===== src/rtl/alu_seq_if.sv =====
// Request/response bundle between decode and alu_seq: valid/ready request in,
// registered result, accumulator and flags out.
interface alu_seq_if #(
  parameter int WIDTH = 8
);
  logic             in_valid;
  logic             in_ready;
  logic [3:0]       op;
  logic [WIDTH-1:0] val;
  logic             acc_we;
  logic             out_valid;
  logic [WIDTH-1:0] result;
  logic [WIDTH-1:0] acc;
  logic             flag_zero;
  logic             flag_carry;
  logic             flag_illegal;

  modport master (
    output in_valid, op, val, acc_we,
    input  in_ready, out_valid, result, acc, flag_zero, flag_carry, flag_illegal
  );

  modport slave (
    input  in_valid, op, val, acc_we,
    output in_ready, out_valid, result, acc, flag_zero, flag_carry, flag_illegal
  );
endinterface


===== src/rtl/alu_seq.sv =====
// Sequential ALU with accumulator, optional unsigned saturation and a
// one-bit-per-cycle shifter. The interface WIDTH must match this WIDTH.
//
// state | meaning
// IDLE  | ready; single-cycle ops complete on the accept edge
// SHIFT | shifting work register one bit per edge until count reaches 0
module alu_seq #(
  parameter int WIDTH     = 8,
  parameter bit SAT_ARITH = 1'b0,
  parameter int SHW       = $clog2(WIDTH) + 1
) (
  input logic      clk,
  input logic      rst,
  alu_seq_if.slave bus
);

  localparam logic [3:0] OP_PASS_VAL = 4'b0000;
  localparam logic [3:0] OP_PASS_ACC = 4'b0001;
  localparam logic [3:0] OP_ADD      = 4'b0010;
  localparam logic [3:0] OP_SUB      = 4'b0011;
  localparam logic [3:0] OP_AND      = 4'b0100;
  localparam logic [3:0] OP_LSHFT    = 4'b0101;
  localparam logic [3:0] OP_RSHFT    = 4'b0110;
  localparam logic [3:0] OP_DIST     = 4'b0111;
  localparam logic [3:0] OP_MIN      = 4'b1000;

  localparam logic [SHW-1:0] SH_LIMIT = SHW'(WIDTH);
  localparam logic [SHW-1:0] SH_ONE   = SHW'(1);

  typedef enum logic {IDLE, SHIFT} state_t;

  state_t           state_q, state_d;
  logic [WIDTH-1:0] acc_q, acc_d;
  logic [WIDTH-1:0] result_q, result_d;
  logic [WIDTH-1:0] work_q, work_d;
  logic [SHW-1:0]   cnt_q, cnt_d;
  logic             left_q, left_d;
  logic             we_q, we_d;
  logic             zero_q, zero_d;
  logic             carry_q, carry_d;
  logic             illegal_q, illegal_d;
  logic             out_valid_q, out_valid_d;

  logic [WIDTH:0]   sum;
  logic [WIDTH:0]   diff;
  logic [WIDTH-1:0] rdiff;
  logic [WIDTH-1:0] shifted;
  logic [SHW-1:0]   shamt;
  logic             is_shift;
  logic             start_shift;
  logic [WIDTH-1:0] op_res;
  logic             op_carry;
  logic             op_illegal;

  always_ff @(posedge clk) begin
    if (rst) begin
      state_q     <= IDLE;
      acc_q       <= '0;
      result_q    <= '0;
      work_q      <= '0;
      cnt_q       <= '0;
      left_q      <= 1'b0;
      we_q        <= 1'b0;
      zero_q      <= 1'b0;
      carry_q     <= 1'b0;
      illegal_q   <= 1'b0;
      out_valid_q <= 1'b0;
    end else begin
      state_q     <= state_d;
      acc_q       <= acc_d;
      result_q    <= result_d;
      work_q      <= work_d;
      cnt_q       <= cnt_d;
      left_q      <= left_d;
      we_q        <= we_d;
      zero_q      <= zero_d;
      carry_q     <= carry_d;
      illegal_q   <= illegal_d;
      out_valid_q <= out_valid_d;
    end
  end

  always_comb begin
    sum         = {1'b0, acc_q} + {1'b0, bus.val};
    diff        = {1'b0, acc_q} - {1'b0, bus.val};
    rdiff       = bus.val - acc_q;
    shamt       = bus.val[SHW-1:0];
    is_shift    = (bus.op == OP_LSHFT) || (bus.op == OP_RSHFT);
    start_shift = is_shift && (shamt != '0) && (shamt < SH_LIMIT);
    shifted     = left_q ? {work_q[WIDTH-2:0], 1'b0} : {1'b0, work_q[WIDTH-1:1]};

    op_res     = acc_q;
    op_carry   = 1'b0;
    op_illegal = 1'b0;
    case (bus.op)
      OP_PASS_VAL: op_res = bus.val;
      OP_PASS_ACC: op_res = acc_q;
      OP_ADD: begin
        op_carry = sum[WIDTH];
        op_res   = (SAT_ARITH && sum[WIDTH]) ? '1 : sum[WIDTH-1:0];
      end
      OP_SUB: begin
        op_carry = diff[WIDTH];
        op_res   = (SAT_ARITH && diff[WIDTH]) ? '0 : diff[WIDTH-1:0];
      end
      OP_AND:   op_res = acc_q & bus.val;
      // Only the degenerate shift amounts reach here; real shifts go through SHIFT.
      OP_LSHFT,
      OP_RSHFT: op_res = (shamt == '0) ? acc_q : '0;
      OP_DIST:  op_res = diff[WIDTH] ? rdiff : diff[WIDTH-1:0];
      OP_MIN:   op_res = diff[WIDTH] ? acc_q : bus.val;
      default:  op_illegal = 1'b1;
    endcase

    state_d     = state_q;
    acc_d       = acc_q;
    result_d    = result_q;
    work_d      = work_q;
    cnt_d       = cnt_q;
    left_d      = left_q;
    we_d        = we_q;
    zero_d      = zero_q;
    carry_d     = carry_q;
    illegal_d   = illegal_q;
    out_valid_d = 1'b0;

    case (state_q)
      IDLE: begin
        if (bus.in_valid) begin
          if (start_shift) begin
            state_d = SHIFT;
            work_d  = acc_q;
            cnt_d   = shamt;
            left_d  = (bus.op == OP_LSHFT);
            we_d    = bus.acc_we;
          end else begin
            result_d    = op_res;
            zero_d      = (op_res == '0);
            carry_d     = op_carry;
            illegal_d   = op_illegal;
            out_valid_d = 1'b1;
            if (bus.acc_we && !op_illegal) acc_d = op_res;
          end
        end
      end
      SHIFT: begin
        work_d = shifted;
        cnt_d  = cnt_q - SH_ONE;
        if (cnt_q == SH_ONE) begin
          state_d     = IDLE;
          result_d    = shifted;
          zero_d      = (shifted == '0);
          carry_d     = 1'b0;
          illegal_d   = 1'b0;
          out_valid_d = 1'b1;
          if (we_q) acc_d = shifted;
        end
      end
      default: state_d = IDLE;
    endcase
  end

  assign bus.in_ready     = (state_q == IDLE);
  assign bus.out_valid    = out_valid_q;
  assign bus.result       = result_q;
  assign bus.acc          = acc_q;
  assign bus.flag_zero    = zero_q;
  assign bus.flag_carry   = carry_q;
  assign bus.flag_illegal = illegal_q;

endmodule


===== src/flat_wrapper.sv =====
// flat-port wrapper written by rule: the top's interface ports become plain ports
module alu_seq_flat 
#(
  parameter int WIDTH     = 8,
  parameter bit SAT_ARITH = 1'b0,
  parameter int SHW       = $clog2(WIDTH) + 1
)
  (clk, rst, bus_in_valid, bus_op, bus_val, bus_acc_we, bus_in_ready, bus_out_valid, bus_result, bus_acc, bus_flag_zero, bus_flag_carry, bus_flag_illegal);
  alu_seq_if #(.WIDTH(WIDTH)) bus_i ();
  input logic clk;
  input logic rst;
  input wire logic [$bits(bus_i.in_valid)-1:0] bus_in_valid;
  input wire logic [$bits(bus_i.op)-1:0] bus_op;
  input wire logic [$bits(bus_i.val)-1:0] bus_val;
  input wire logic [$bits(bus_i.acc_we)-1:0] bus_acc_we;
  output wire logic [$bits(bus_i.in_ready)-1:0] bus_in_ready;
  output wire logic [$bits(bus_i.out_valid)-1:0] bus_out_valid;
  output wire logic [$bits(bus_i.result)-1:0] bus_result;
  output wire logic [$bits(bus_i.acc)-1:0] bus_acc;
  output wire logic [$bits(bus_i.flag_zero)-1:0] bus_flag_zero;
  output wire logic [$bits(bus_i.flag_carry)-1:0] bus_flag_carry;
  output wire logic [$bits(bus_i.flag_illegal)-1:0] bus_flag_illegal;
  assign bus_i.in_valid = bus_in_valid;
  assign bus_i.op = bus_op;
  assign bus_i.val = bus_val;
  assign bus_i.acc_we = bus_acc_we;
  assign bus_in_ready = bus_i.in_ready;
  assign bus_out_valid = bus_i.out_valid;
  assign bus_result = bus_i.result;
  assign bus_acc = bus_i.acc;
  assign bus_flag_zero = bus_i.flag_zero;
  assign bus_flag_carry = bus_i.flag_carry;
  assign bus_flag_illegal = bus_i.flag_illegal;
  alu_seq #(.WIDTH(WIDTH), .SAT_ARITH(SAT_ARITH), .SHW(SHW)) u_core (.clk(clk), .rst(rst), .bus(bus_i));
endmodule

===== config.mk =====
export PLATFORM = sky130hd
export DESIGN_NAME = alu_seq_flat
export DESIGN_NICKNAME = d
export VERILOG_FILES = /design/src/rtl/alu_seq_if.sv /design/src/rtl/alu_seq.sv /design/src/flat_wrapper.sv
export SDC_FILE = /design/constraint.sdc
export NUM_CORES = 1
export LEC_CHECK = 0
export ABC_AREA = 1
export BUFFER_PORTS_ARGS = -buffer_cell sky130_fd_sc_hd__buf_2
export CAP_MARGIN = 20
export CORE_UTILIZATION = 50
export CTS_CLUSTER_DIAMETER = 80
export DETAILED_ROUTE_END_ITERATION = 8
export PLACE_DENSITY = 0.72
export SYNTH_ARGS = -nofsm -noshare
export SYNTH_HDL_FRONTEND = slang
export SYNTH_SLANG_ARGS = --single-unit

===== constraint.sdc =====
create_clock -name clk -period 2.2 [get_ports clk]
set_input_delay 0.11 -clock clk [delete_from_list [all_inputs] [get_ports clk]]
set_output_delay 0.11 -clock clk [all_outputs]
set_load 0.01 [all_outputs]

==> results of run 1 <==
## layer usage
| layer | wire, um | global-route usage, % | vias up |
|---|---|---|---|
| li1 | - | - | 2026 |
| met2 | 5640 | 55.2 | 169 |
| met1 | 5100 | 40.4 | 1850 |
| met5 | 0 | 0 | - |
| met4 | 385 | 12.1 | 0 |
| met3 | 585 | 2.89 | 41 |
## synth_stat cells, drive strengths merged (2+ instances only)
library cell | instances | area share, %
ha | 27 | 9.7
nand2 | 169 | 19
a211oi | 2 | 0.43
o21ai | 38 | 5.7
fa | 3 | 1.7
a21oi | 33 | 5.2
clkbuf | 5 | 0.54
o21bai | 7 | 1.5
nand3 | 68 | 11
buf | 12 | 2.5
dfxtp | 35 | 20
a31oi | 7 | 1.3
nor2 | 48 | 5.7
nand4 | 6 | 1.1
inv | 88 | 9.5
nand3b | 2 | 0.43
xor2 | 4 | 1.0
nor3 | 4 | 0.72
or2 | 4 | 0.79
## layout make-up
type,count,share of cell area [%]
multi-input cells,433,58.3
flip-flops and latches,35,15.3
repair buffers,102,15.2
inverters,89,7.25
well taps,80,2.17
clock buffers,7,1.66
clock inverters,1,0.109
## path summary, 6_finish.rpt
| check | from | to | slack [ns] |
|---|---|---|---|
| max | u_core.bus.acc[0] | u_core.bus.flag_zero | -0.07 |
| min | bus_acc_we | u_core.we_q | 0.11 |
| max reg2reg | u_core.bus.acc[0] | u_core.bus.flag_zero | -0.07 |
| min reg2reg | u_core.work_q[0] | u_core.work_q[0] | 0.47 |
## cell usage in the layout, fill, tap and decap left out, types with 2 or more instances in the layout
cell,n
nor2_4,5
o21ai_0,18
o21ai_2,7
o21ai_1,12
nor2_2,9
a21oi_2,4
nand3_1,48
inv_1,79
o21bai_1,7
nand2_1,149
dfxtp_2,3
ha_4,7
a31oi_1,7
nand2_4,3
nor2_1,34
dfxtp_1,32
nand3b_1,2
buf_4,59
nand2_2,16
nand3_4,4
clkbuf_8,5
nor3_1,3
clkbuf_1,2
a211oi_1,2
ha_1,19
nand3_2,16
buf_2,36
or2_2,2
xor2_1,4
nand4_1,6
fa_2,3
a21oi_1,28
inv_2,9
buf_6,7
## cell families after synthesis
family / count (synthesis) / share of synthesized area, %
AND/OR/NAND/NOR: 303 / 38.6
buffers and inverters: 106 / 12.6
AO/OA/AOI/OAI: 94 / 15.8
flip-flops: 35 / 20.1
adder cells (fa/ha/maj): 30 / 11.4
XOR/XNOR: 5 / 1.25
multiplexers: 1 / 0.287
## flip-flops by register name, summed over array words and instances, names as in the netlist
register                 flops
u_core.bus.flag_zero         1
u_core.work_q                8
u_core.bus.flag_carry        1
u_core.cnt_q                 4
u_core.bus.flag_illegal      1
u_core.bus.acc               8
u_core.bus.out_valid         1
u_core.bus.result            8
u_core.we_q                  1
u_core.state_q               1
u_core.left_q                1
## power groups by stage
stage | combinational [mW] | clock (mW) | sequential [mW]
finish | 0.903 | 0.455 | 0.687
global route | 0.981 | 0.474 | 0.690
detailed placement | 0.761 | 0 | 0.699
CTS | 0.827 | 0.455 | 0.686
global placement | 0.748 | 0 | 0.698
floorplan | 0.452 | 0 | 0.719
## worst min-delay path: stages
cell and delay [ns]:
buf_2 0.10, nor2_1 0.09, a211oi_1 0.05
## repair_timing
action                     4_1_cts  5_1_grt
cloned                           0        0
buffers inserted                 3        1
gates resized for setup         55       43
hold endpoints to repair         0        0
pin swaps                       23       27
setup endpoints to repair       17       18
hold buffers                     0        0
==> impl_metrics.ini, run 1 <==
[outcome]
status = complete, but fails checks
violations = negative setup slack

[drt]
first_pass_iters = 5
wl_per_cell_um = 15.7
drcViolationCount = 0
ant_nets = 0
num_vias = 4086
drt_wl_total_mm = 11.7
vias_per_cell = 5.47
dr.first_iter.drc_count = 243

[timing]
rsz0062_at_grt = true
fin_crit_ns = 2.27
hold_slack_ns = 0.108
worstMarginPinSlew_ns = 0.494
fmax_ghz = 0.441
fin_setup_tns_ns = -0.320
layout_setup_ws_ns = -0.0675
relSlewSlack_pct = 67.0
fin_skew_ns = 0.0118
period_share_pct = 103
finalHoldViolCount = 0
setup_viol = 9
maxSlewViolCount = 0

[layout]
drive_gt1_share_pct = 30.4
seqCellArea_um2 = 704
instances_no_fill = 747
final_util_pct = 68.2
multi_input_area_um2 = 2680
stdcell_area_um2 = 4610
area_delta_synth_final_pct = 31.8
diodes = 0
fin_nets = 712
final.fill_count = 617

[placed_design]
place.gp.congestion = 0.958
dp.final_hpwl_mm = 8.94
placed_cells = 735
pre_cts_ws_ns = -0.234
portBuffers = 36
dpl_cell_area_um2 = 4130

[critical_path]
end_kind = flip-flop
path_buf_inv = 3
cp_data_arrival_time_ns = 2.50
critical_path_class = reg -> reg
path_max_fanout = 8
crit_family = simple AND/OR/NAND/NOR gates
crit_path_start_kind = flip-flop
crit_required_ns = 2.43
slowest_delay_ns = 0.36
crit_chain = inv_2 -> ha_4 -> inv_2 -> fa_2 -> nand2_2 -> nand2_4 -> nand3_4 -> nand2_8 -> buf_6 -> nand3_4 -> nand3_2 -> nor2_2 -> nand3_2 -> nand2_2 -> nand2_2 -> nor2_2 -> nand2_1 -> a21oi_1
critPathSlowestCell = fa_2
reg2regPathDepth = 18
crit_path_frequent_cell = nand2_2
cp.depth = 18

[yosys]
synthesis.area_um2 = 3490
syn_nets = 620
synth-main-ff-cell = dfxtp_1
synth_edf_count = 0
synthCells = 574
ys_async_sr_fraction_pct = 0
syn_area_per_cell_um2 = 6.09
yosys_register_bits = 35
ys_seq_area_share_pct = 20.1
synth.distinct_cells = 47
yosysWarnings = 0

[clock_network]
cts.sinks = 35
cts_tree = built
cts_buffers = 5
clockBufferDepth = 2
cts-root-buf = clkbuf_8
clk_pin_slew_ns = 0.08
clkLatencyLatePin_ns = 0.29
cts_max_level = 2

[floorplan]
initial_core_util_pct = 51.7
die_h_um = 85.6
fp.dieW_um = 85.6
die_area_um2 = 7320
rows = 30
ios = 37
core_area_um2 = 6760

[power_and_ir_drop]
vdd_ir_drop_max_mv = 0.439
comb_power_share_pct = 44.2
p_total_mw = 2.05
switching_share_pct = 38.7
power_frac_seq_pct = 33.6
p_per_area_nw_per_um2 = 444
cellLeakagePower_nw = 2.39
netSwitchingPower_mw = 0.791
clkPwrFrac_pct = 22.3
internal-power_mw = 1.25

[grt]
grt_start_max_net_pins = 25
grt.overflow.total = 0
grt_pass1_wl_mm = 18.3
grt_usage_pct = 31.6
antenna_found_initial = 0
grt_pass1_vias = 3856

[run]
max_cap_violations = 0

[min_path]
hold_depth = 3
hold_class = in -> reg
(Power assumes the default switching activity.)
==> run 2, diff against run 1 <==
CORE_ASPECT_RATIO = 2   (was default)
==> run 2 against run 1 <==
  * The run still ends with negative setup slack left
  * Global-route usage grew 3.0 points
  * Via count increased by 1.2%
  * Non-clock buffer count shrank 3
  * Critical path depth down 5
==> impl_metrics.ini, run 2 (synthesis results as in run 1) <==
[critical_path]
r2r-end = u_core.bus.flag_carry
critPathSlowestCell = dfxtp_4
crit_required_ns = 2.41
reg2regPathDepth = 13
critical_path_class = reg -> reg
crit_chain = inv_2 -> ha_4 -> buf_4 -> buf_4 -> nor2_4 -> nand4_1 -> nand3_1 -> nand2_2 -> a21oi_2 -> o21ai_0 -> o21ai_0 -> nand3_1 -> a21oi_1
slowest_delay_ns = 0.37
path_max_fanout = 4
cp_data_arrival_time_ns = 2.49
ff2ff_setup_slack_ns = -0.08
end_kind = flip-flop
r2r-start = u_core.bus.acc[4]
crit_path_start_kind = flip-flop

[floorplan]
core_area_um2 = 6670
initial_core_util_pct = 52.3
ios = 37
die_area_um2 = 7350
fp.dieW_um = 61.1
rows = 42
die_h_um = 120

[power_and_ir_drop]
clkPwrFrac_pct = 31.4
cellLeakagePower_nw = 2.42
switching_share_pct = 35.2
internal-power_mw = 1.52
comb_power_share_pct = 39.2
power_frac_seq_pct = 29.4
p_total_mw = 2.34
netSwitchingPower_mw = 0.824
vdd_ir_drop_max_mv = 0.576
p_per_area_nw_per_um2 = 500

[timing]
relSlewSlack_pct = 68.6
fmax_ghz = 0.439
fin_crit_ns = 2.28
maxSlewViolCount = 0
fin_skew_ns = 0.00606
finalHoldViolCount = 0
period_share_pct = 104
layout_setup_ws_ns = -0.0772
hold_slack_ns = 0.130
worstMarginPinSlew_ns = 0.471
fin_setup_tns_ns = -0.373
setup_viol = 8
rsz0062_at_grt = true

[min_path]
hold-path-endpoint = u_core.we_q
hold_depth = 3
hold_class = in -> reg
hold_start = bus_acc_we

[drt]
drt_wl_total_mm = 12.3
drcViolationCount = 0
wl_per_cell_um = 16.4
first_pass_iters = 5
ant_nets = 0
dr.first_iter.drc_count = 311
num_vias = 4136
vias_per_cell = 5.49

[layout]
seqCellArea_um2 = 707
final.fill_count = 621
fin_nets = 710
drive_gt1_share_pct = 31.0
instances_no_fill = 753
area_delta_synth_final_pct = 33.9
multi_input_area_um2 = 2700
stdcell_area_um2 = 4680
diodes = 0
final_util_pct = 70.1
final_cell_mix = 146 x nand2_1, 80 x inv_1, 58 x buf_4, 50 x nand3_1, 36 x buf_2
final_common_cell = nand2_1

[placed_design]
pre_cts_ws_ns = -0.157
portBuffers = 36
placed_cells = 737
dpl_cell_area_um2 = 4100
dp.final_hpwl_mm = 9.35
place.gp.congestion = 0.961

[clock_network]
cts_max_level = 2
cts_tree = built
clk_pin_slew_ns = 0.05
clockBufferDepth = 2
cts.sinks = 35
clkLatencyLatePin_ns = 0.28
cts_buffers = 5
cts-root-buf = clkbuf_16

[outcome]
violations = negative setup slack
status = complete, but fails checks

[grt]
grt_pass1_wl_mm = 18.7
grt.overflow.total = 0
grt_start_max_net_pins = 24
antenna_found_initial = 0
grt_pass1_vias = 3946
grt_usage_pct = 34.7

[run]
max_cap_violations = 0
[run 2: changes by cell type in the layout (fill, tap and decap cells not counted), sizes merged]
| cell | change |
|---|---|
| buf | -3 |
| clkinv | -1 |
| clkbuf | +1 |
| nand2 | +1 |
[run 2: power by group through the flow]
stage	registers (mW)	logic, mW	clock network, mW
final	0.689	0.917	0.735
after global routing	0.692	0.999	0.762
after CTS	0.689	0.805	0.744
after detailed placement	0.700	0.753	0
after global placement	0.699	0.744	0
after floorplan	0.719	0.452	0
[run 2: worst max path at each step]
stage,from,endpoint,slack [ns],cells after the start
2_1_floorplan,u_core.bus.acc[5],u_core.bus.acc[2],0.009,14
3_3_place_gp,u_core.bus.acc[0],u_core.bus.acc[2],-0.14,16
3_5_place_dp,u_core.bus.acc[0],u_core.bus.acc[2],-0.16,16
4_1_cts,u_core.bus.acc[0],u_core.bus.flag_zero,-0.02,14
5_1_grt,u_core.bus.acc[0],u_core.bus.flag_zero,-0.33,18
6_report,u_core.bus.acc[4],u_core.bus.flag_carry,-0.08,13
[run 2: worst max-delay path: cells and delay by family, from the launching register on]
family          cells  cell delay (ns)
flops               1             0.37
buf+inv             3             0.34
fa+ha+maj           1             0.24
simple gates        5             0.76
compound gates      4             0.47
[run 2: repair_timing]
action | 4_1_cts | 5_1_grt
endpoints found under the setup margin | 18 | 18
hold endpoints to repair | 0 | 0
gates cloned | 1 | 0
hold buffers | 0 | 0
setup buffers | 2 | 5
pin swaps | 7 | 29
resized for setup | 34 | 63
[run 2: metal layers]
layer,up-vias,global-route usage [%],part of all wire [%]
met1,1889,33.9,34
li1,2023,-,-
met3,61,3.53,4.3
met5,-,0,0
met2,163,63.2,54
met4,0,23.7,7.6
[run 2: cell type report]
cell class	count	share of cell area [%]
inverters	89	7.19
multi-input cells	434	57.6
well taps	88	2.35
clock buffers	8	3.34
repair buffers	99	14.4
flip-flops and latches	35	15.1
